### src/rtl/core_launch_scheduler_if.sv
// Control/status bundle between the HPS control block, the compute cores and
// the launch scheduler.
interface core_launch_scheduler_if #(
    parameter int CORE_NUM = 4
);
    logic                start;
    logic [CORE_NUM-1:0] core_en;
    logic [CORE_NUM-1:0] core_done;
    logic [CORE_NUM-1:0] core_start;
    logic                busy;
    logic                finish;
    logic                timeout_err;
    logic [CORE_NUM-1:0] done_mask;

    modport master (
        output start, core_en, core_done,
        input  core_start, busy, finish, timeout_err, done_mask
    );

    modport slave (
        input  start, core_en, core_done,
        output core_start, busy, finish, timeout_err, done_mask
    );
endinterface

### src/rtl/core_launch_scheduler.sv
// Launch sequencer: staggers start pulses to the enabled cores, collects their
// done pulses and emits one finish pulse per launch, aborting on timeout.
module core_launch_scheduler #(
    parameter int CORE_NUM = 4,
    parameter int TMO_W    = 16,
    parameter int TMO_CYC  = 50000
) (
    input  logic                   clk,
    input  logic                   reset,
    core_launch_scheduler_if.slave bus
);
    typedef enum logic [1:0] {IDLE, LAUNCH, RUN, FINISH} state_t;

    state_t              state_reg, state_next;
    logic                start_q_reg;
    logic [CORE_NUM-1:0] act_mask_reg, act_mask_next;
    logic [CORE_NUM-1:0] pend_reg, pend_next;
    logic [CORE_NUM-1:0] done_mask_reg, done_mask_next;
    logic [CORE_NUM-1:0] core_start_reg, core_start_next;
    logic [TMO_W-1:0]    tmo_reg, tmo_next;
    logic                busy_reg, busy_next;
    logic                finish_reg, finish_next;
    logic                tmo_err_reg, tmo_err_next;

    logic                accept;
    logic                all_done;
    logic                tmo_hit;
    logic [CORE_NUM-1:0] pend_low;
    logic [CORE_NUM-1:0] pend_rest;

    // pend_reg holds the enabled cores not yet started; the lowest one goes next.
    genvar gi;
    generate
        for (gi = 0; gi < CORE_NUM; gi++) begin : g_pick
            if (gi == 0) begin : g_first
                assign pend_low[gi] = pend_reg[gi];
            end else begin : g_rest
                assign pend_low[gi] = pend_reg[gi] & ~(|pend_reg[gi-1:0]);
            end
        end
    endgenerate

    assign pend_rest = pend_reg & ~pend_low;
    assign accept    = bus.start & ~start_q_reg & (state_reg == IDLE);
    assign all_done  = ((done_mask_reg & act_mask_reg) == act_mask_reg);
    assign tmo_hit   = (tmo_reg == TMO_W'(TMO_CYC - 1));

    always_comb begin
        state_next      = state_reg;
        act_mask_next   = act_mask_reg;
        pend_next       = pend_reg;
        done_mask_next  = done_mask_reg;
        core_start_next = '0;
        tmo_next        = tmo_reg;
        busy_next       = busy_reg;
        finish_next     = 1'b0;
        tmo_err_next    = tmo_err_reg;

        case (state_reg)
            IDLE: begin
                if (accept) begin
                    act_mask_next  = bus.core_en;
                    pend_next      = bus.core_en;
                    done_mask_next = '0;
                    tmo_err_next   = 1'b0;
                    tmo_next       = '0;
                    busy_next      = 1'b1;
                    if (bus.core_en == '0) begin
                        state_next  = FINISH;
                        finish_next = 1'b1;
                    end else begin
                        state_next = LAUNCH;
                    end
                end
            end
            LAUNCH: begin
                done_mask_next = done_mask_reg | (bus.core_done & act_mask_reg);
                tmo_next       = tmo_reg + TMO_W'(1);
                if (tmo_hit && !all_done) begin
                    // Abort drops any cores still waiting for their start pulse.
                    tmo_err_next = 1'b1;
                    pend_next    = '0;
                    state_next   = FINISH;
                    finish_next  = 1'b1;
                end else begin
                    core_start_next = pend_low;
                    pend_next       = pend_rest;
                    if (pend_rest == '0) begin
                        state_next = RUN;
                    end
                end
            end
            RUN: begin
                done_mask_next = done_mask_reg | (bus.core_done & act_mask_reg);
                tmo_next       = tmo_reg + TMO_W'(1);
                if (all_done) begin
                    state_next  = FINISH;
                    finish_next = 1'b1;
                end else if (tmo_hit) begin
                    tmo_err_next = 1'b1;
                    state_next   = FINISH;
                    finish_next  = 1'b1;
                end
            end
            FINISH: begin
                busy_next  = 1'b0;
                state_next = IDLE;
            end
            default: state_next = IDLE;
        endcase
    end

    always_ff @(posedge clk or posedge reset) begin
        if (reset) begin
            state_reg      <= IDLE;
            start_q_reg    <= 1'b0;
            act_mask_reg   <= '0;
            pend_reg       <= '0;
            done_mask_reg  <= '0;
            core_start_reg <= '0;
            tmo_reg        <= '0;
            busy_reg       <= 1'b0;
            finish_reg     <= 1'b0;
            tmo_err_reg    <= 1'b0;
        end else begin
            state_reg      <= state_next;
            start_q_reg    <= bus.start;
            act_mask_reg   <= act_mask_next;
            pend_reg       <= pend_next;
            done_mask_reg  <= done_mask_next;
            core_start_reg <= core_start_next;
            tmo_reg        <= tmo_next;
            busy_reg       <= busy_next;
            finish_reg     <= finish_next;
            tmo_err_reg    <= tmo_err_next;
        end
    end

    assign bus.core_start  = core_start_reg;
    assign bus.busy        = busy_reg;
    assign bus.finish      = finish_reg;
    assign bus.timeout_err = tmo_err_reg;
    assign bus.done_mask   = done_mask_reg;
endmodule
### src/flat_wrapper.sv
// flat-port wrapper written by rule: the top's interface ports become plain ports
module core_launch_scheduler_flat 
#(
    parameter int CORE_NUM = 4,
    parameter int TMO_W    = 16,
    parameter int TMO_CYC  = 50000
)
  (clk, reset, bus_start, bus_core_en, bus_core_done, bus_core_start, bus_busy, bus_finish, bus_timeout_err, bus_done_mask);
  core_launch_scheduler_if #(.CORE_NUM(CORE_NUM)) bus_i ();
  input  logic clk;
  input  logic reset;
  input wire logic [$bits(bus_i.start)-1:0] bus_start;
  input wire logic [$bits(bus_i.core_en)-1:0] bus_core_en;
  input wire logic [$bits(bus_i.core_done)-1:0] bus_core_done;
  output wire logic [$bits(bus_i.core_start)-1:0] bus_core_start;
  output wire logic [$bits(bus_i.busy)-1:0] bus_busy;
  output wire logic [$bits(bus_i.finish)-1:0] bus_finish;
  output wire logic [$bits(bus_i.timeout_err)-1:0] bus_timeout_err;
  output wire logic [$bits(bus_i.done_mask)-1:0] bus_done_mask;
  assign bus_i.start = bus_start;
  assign bus_i.core_en = bus_core_en;
  assign bus_i.core_done = bus_core_done;
  assign bus_core_start = bus_i.core_start;
  assign bus_busy = bus_i.busy;
  assign bus_finish = bus_i.finish;
  assign bus_timeout_err = bus_i.timeout_err;
  assign bus_done_mask = bus_i.done_mask;
  core_launch_scheduler #(.CORE_NUM(CORE_NUM), .TMO_W(TMO_W), .TMO_CYC(TMO_CYC)) u_core (.clk(clk), .reset(reset), .bus(bus_i));
endmodule
### config.mk
export PLATFORM = sky130hd
export DESIGN_NAME = core_launch_scheduler_flat
export DESIGN_NICKNAME = d
export VERILOG_FILES = /design/src/rtl/core_launch_scheduler_if.sv /design/src/rtl/core_launch_scheduler.sv /design/src/flat_wrapper.sv
export SDC_FILE = /design/constraint.sdc
export NUM_CORES = 1
export LEC_CHECK = 0
export ABC_AREA = 1
export BUFFER_PORTS_ARGS = -buffer_cell sky130_fd_sc_hd__clkbuf_2
export CORE_UTILIZATION = 52
export CTS_CLUSTER_SIZE = 14
export DETAILED_ROUTE_END_ITERATION = 8
export PLACE_DENSITY = 0.8
export SKIP_CTS_REPAIR_TIMING = 1
export SYNTH_ARGS = -nofsm -noshare
export SYNTH_HDL_FRONTEND = slang
export SYNTH_SLANG_ARGS = --single-unit
### constraint.sdc
create_clock -name clk -period 1.6 [get_ports clk]
set_input_delay 0.16 -clock clk [delete_from_list [all_inputs] [get_ports clk]]
set_output_delay 0.16 -clock clk [all_outputs]
set_load 0.01 [all_outputs]
==> out/qor.yml <==
worst_setup_path:
  cpMostUsedCell: "nor2_1"
  cp-start-kind: "flip-flop"
  worstPathCellList: "ha_4 > nand3_4 > nor2_1 > nand2_1 > nor2_1 > nor2_1 > nand2_1 > a21oi_1"
  crit_type: "reg -> reg"
  cp_slowest_cell: "dfrtp_1"
  timing.critical_path.to_type: "flip-flop"
  cp_data_arrival_time_ps: 1680
  cp_slowest_stage_delay_ps: 430
  cp_max_fo: 4
  worstPathRequired_ps: 1780
floorplanning:
  core_region_area_um2: 3800
  die_w_um: 65.9
  initial_utilization: 0.559
  dieArea_um2: 4350
  die_h_um: 65.9
  io-pin-count: 22
  row_count: 22
global_route:
  grt_pass1_vias: 1799
  grt_pass1_wl_mm: 8.22
  grt_start_max_net_pins: 39
  grt-ovfl-total: 0
  antenna_found_initial: 0
  grt_usage: 0.253
run_status:
  status: "complete, no violations"
synth:
  syn_area_per_cell_um2: 7.43
  synthAdderAreaFrac: 0.0353
  synth.distinct_cells: 31
  synthSimpleGateAreaFrac: 0.333
  synth_top_area_frac: 0.448
  synth-seq-area-share: 0.448
  synth_area_leaders: "dfrtp_1, nand2_1, nor2_1"
  synth_nets: 303
  synth_compound_area_frac: 0.114
  synth_xor_area_frac: 0
  yosysTopAreaCell: "dfrtp_1"
  synth_mux_area_frac: 0
  synth_cells: 286
  yosysWarnings: 0
  synth_area_um2: 2120
  ys_seq_elements: 38
  synth_top_family_by_area: "simple AND/OR/NAND/NOR gates"
hold_path:
  hold_class: "in -> reg"
route:
  wl_per_cell_um: 12.9
  vias_per_cell: 5.36
  drt-met1-wl_mm: 2.34
  drc: 0
  detail-route-antenna-nets: 0
  drt_iter0_drc: 177
  routed_wirelength_mm: 4.91
  num_vias: 2038
  wl_met2_mm: 2.21
  wl_met3_um: 297
  routed.top_layer: "met4"
  first_pass_iters: 5
clocking:
  root_buffer: "clkbuf_8"
  cts_buffers: 5
  cts_sinks: 38
  cts_max_level: 2
  ctsLongestPathBuffers: 2
  clkTransAtPathRegs_ps: 80
  worstSkewPairLatency_ps: 300
  tritoncts: "yes"
sta:
  fmax_ghz: 0.668
  fin_skew_ps: 7.73
  setup_slack_ps: 102
  tightest_slew_ps: 478
  min_period_ps: 1500
  finalHoldViolCount: 0
  slew-limit-headroom: 0.681
  period_share: 0.936
  drv_slew: 0
  finalSetupViolCount: 0
finish:
  drive_gt1_frac: 0.217
  finalInstanceArea_um2: 2620
  area_delta_synth_final_pct: 23.3
  final_nets: 348
  diodes: 0
  largest_reg_flops: 16
placement:
  dpl-instance-area_um2: 2390
  portBuffers: 21
  dp_hpwl_mm: 3.54
  dp_slack_ps: -20.4
  place_congestion: 0.852
pwr:
  p_per_area_nw_per_um2: 1750
  leakagePower_uw: 0.00129
  irDropWorstVdd_v: 0.000903
run:
  drv_cap: 0
-- cells in the mapped netlist --
cell type  instances
o21bai_1           1
nor3b_1            1
nand3_2            1
nor3_2             1
dfrtp_1           38
and3_1             1
nand4_1           13
nand3_1           18
o21ai_1            5
ha_1               6
buf_4              1
nor3_1             3
nor2_2             1
o21a_1             2
nor2_1            44
a31oi_1            1
a211oi_1           1
clkinv_1           1
clkbuf_1           1
inv_1             31
o21ai_0            9
nand2_2            3
inv_2              5
nand2_1           73
a21oi_4            1
a21oi_1           19
o22ai_1            1
nand2_4            1
a2bb2oi_1          1
o21ai_2            1
nor2_4             1
-- per-stage QoR --
stage	utilization	power (uW)	setup TNS (ps)	hold slack, ps	instances
global placement	0.629	3320	0	276	368
floorplan	-	2710	0	191	286
global route	0.690	4940	-51.9	24.8	380
detailed placement	0.629	3380	-20.4	282	368
finish	0.690	4570	0	35.7	380
CTS	0.666	4370	-67.1	-38.0	376
-- report_power, final --
part	internal, uW	switching, uW	total [uW]
registers	1220	201	1420
logic	884	1280	2170
clock network	625	366	991
total	2720	1850	4570
-- worst paths after layout --
path / startpoint / endpoint / slack, ps / cells past startpoint
min in group asynchronous: reset / u_core.tmo_reg[0] / 530 / 4
max in group asynchronous: reset / u_core.bus.busy / 730 / 4
setup / recovery: u_core.tmo_reg[0] / u_core.pend_reg[2] / 100 / 8
hold / removal: bus_start / u_core.start_q_reg / 40 / 1
hold reg to reg: u_core.bus.timeout_err / u_core.bus.timeout_err / 520 / 2
setup reg to reg: u_core.tmo_reg[0] / u_core.pend_reg[2] / 100 / 8
-- critical path, delay by kind of cell (launching register included) --
kind | cells | cell delay (ps)
fa+ha+maj | 1 | 170
compound gates | 1 | 60
simple gates | 6 | 720
flops | 1 | 430
-- cells in the final DEF, fill, tap and decap left out, drive strengths merged --
cell type    synthesis  final
nand2               77     77
nor2                46     46
dfrtp               38     38
inv                 36     36
clkbuf               1     26
a21oi               20     20
nand3               19     19
buf                  1     18
o21ai               15     15
nand4               13     13
ha                   6      6
nor3                 4      4
o21a                 2      2
bufinv               0      2
clkinv               1      2
o22ai                1      1
a211oi               1      1
a31oi                1      1
nor3b                1      1
and3                 1      1
a2bb2oi              1      1
o21bai               1      1
dlygate4sd3          0      1
-- layer usage --
metal / up-vias / GRT usage
met5: - / 0
met2: 62 / 0.378
met4: 0 / 0.0842
met3: 6 / 0.0655
li1: 1020 / -
met1: 950 / 0.354
-- logic make-up after synthesis --
family / after synthesis
buffers and inverters: 39
and+or+nand+nor: 161
adders and majority gates: 6
AOI/OAI and AO/OA: 42
DFF: 38
-- area by class of cell --
type	instances	area, um2
well taps	48	60.1
inverters	37	139
repair buffers	40	250
fillers	289	1180
flip-flops and latches	38	951
multi-input cells	209	1080
clock inverters	3	68.8
clock buffers	5	68.8
(Power assumes the default switching activity.)
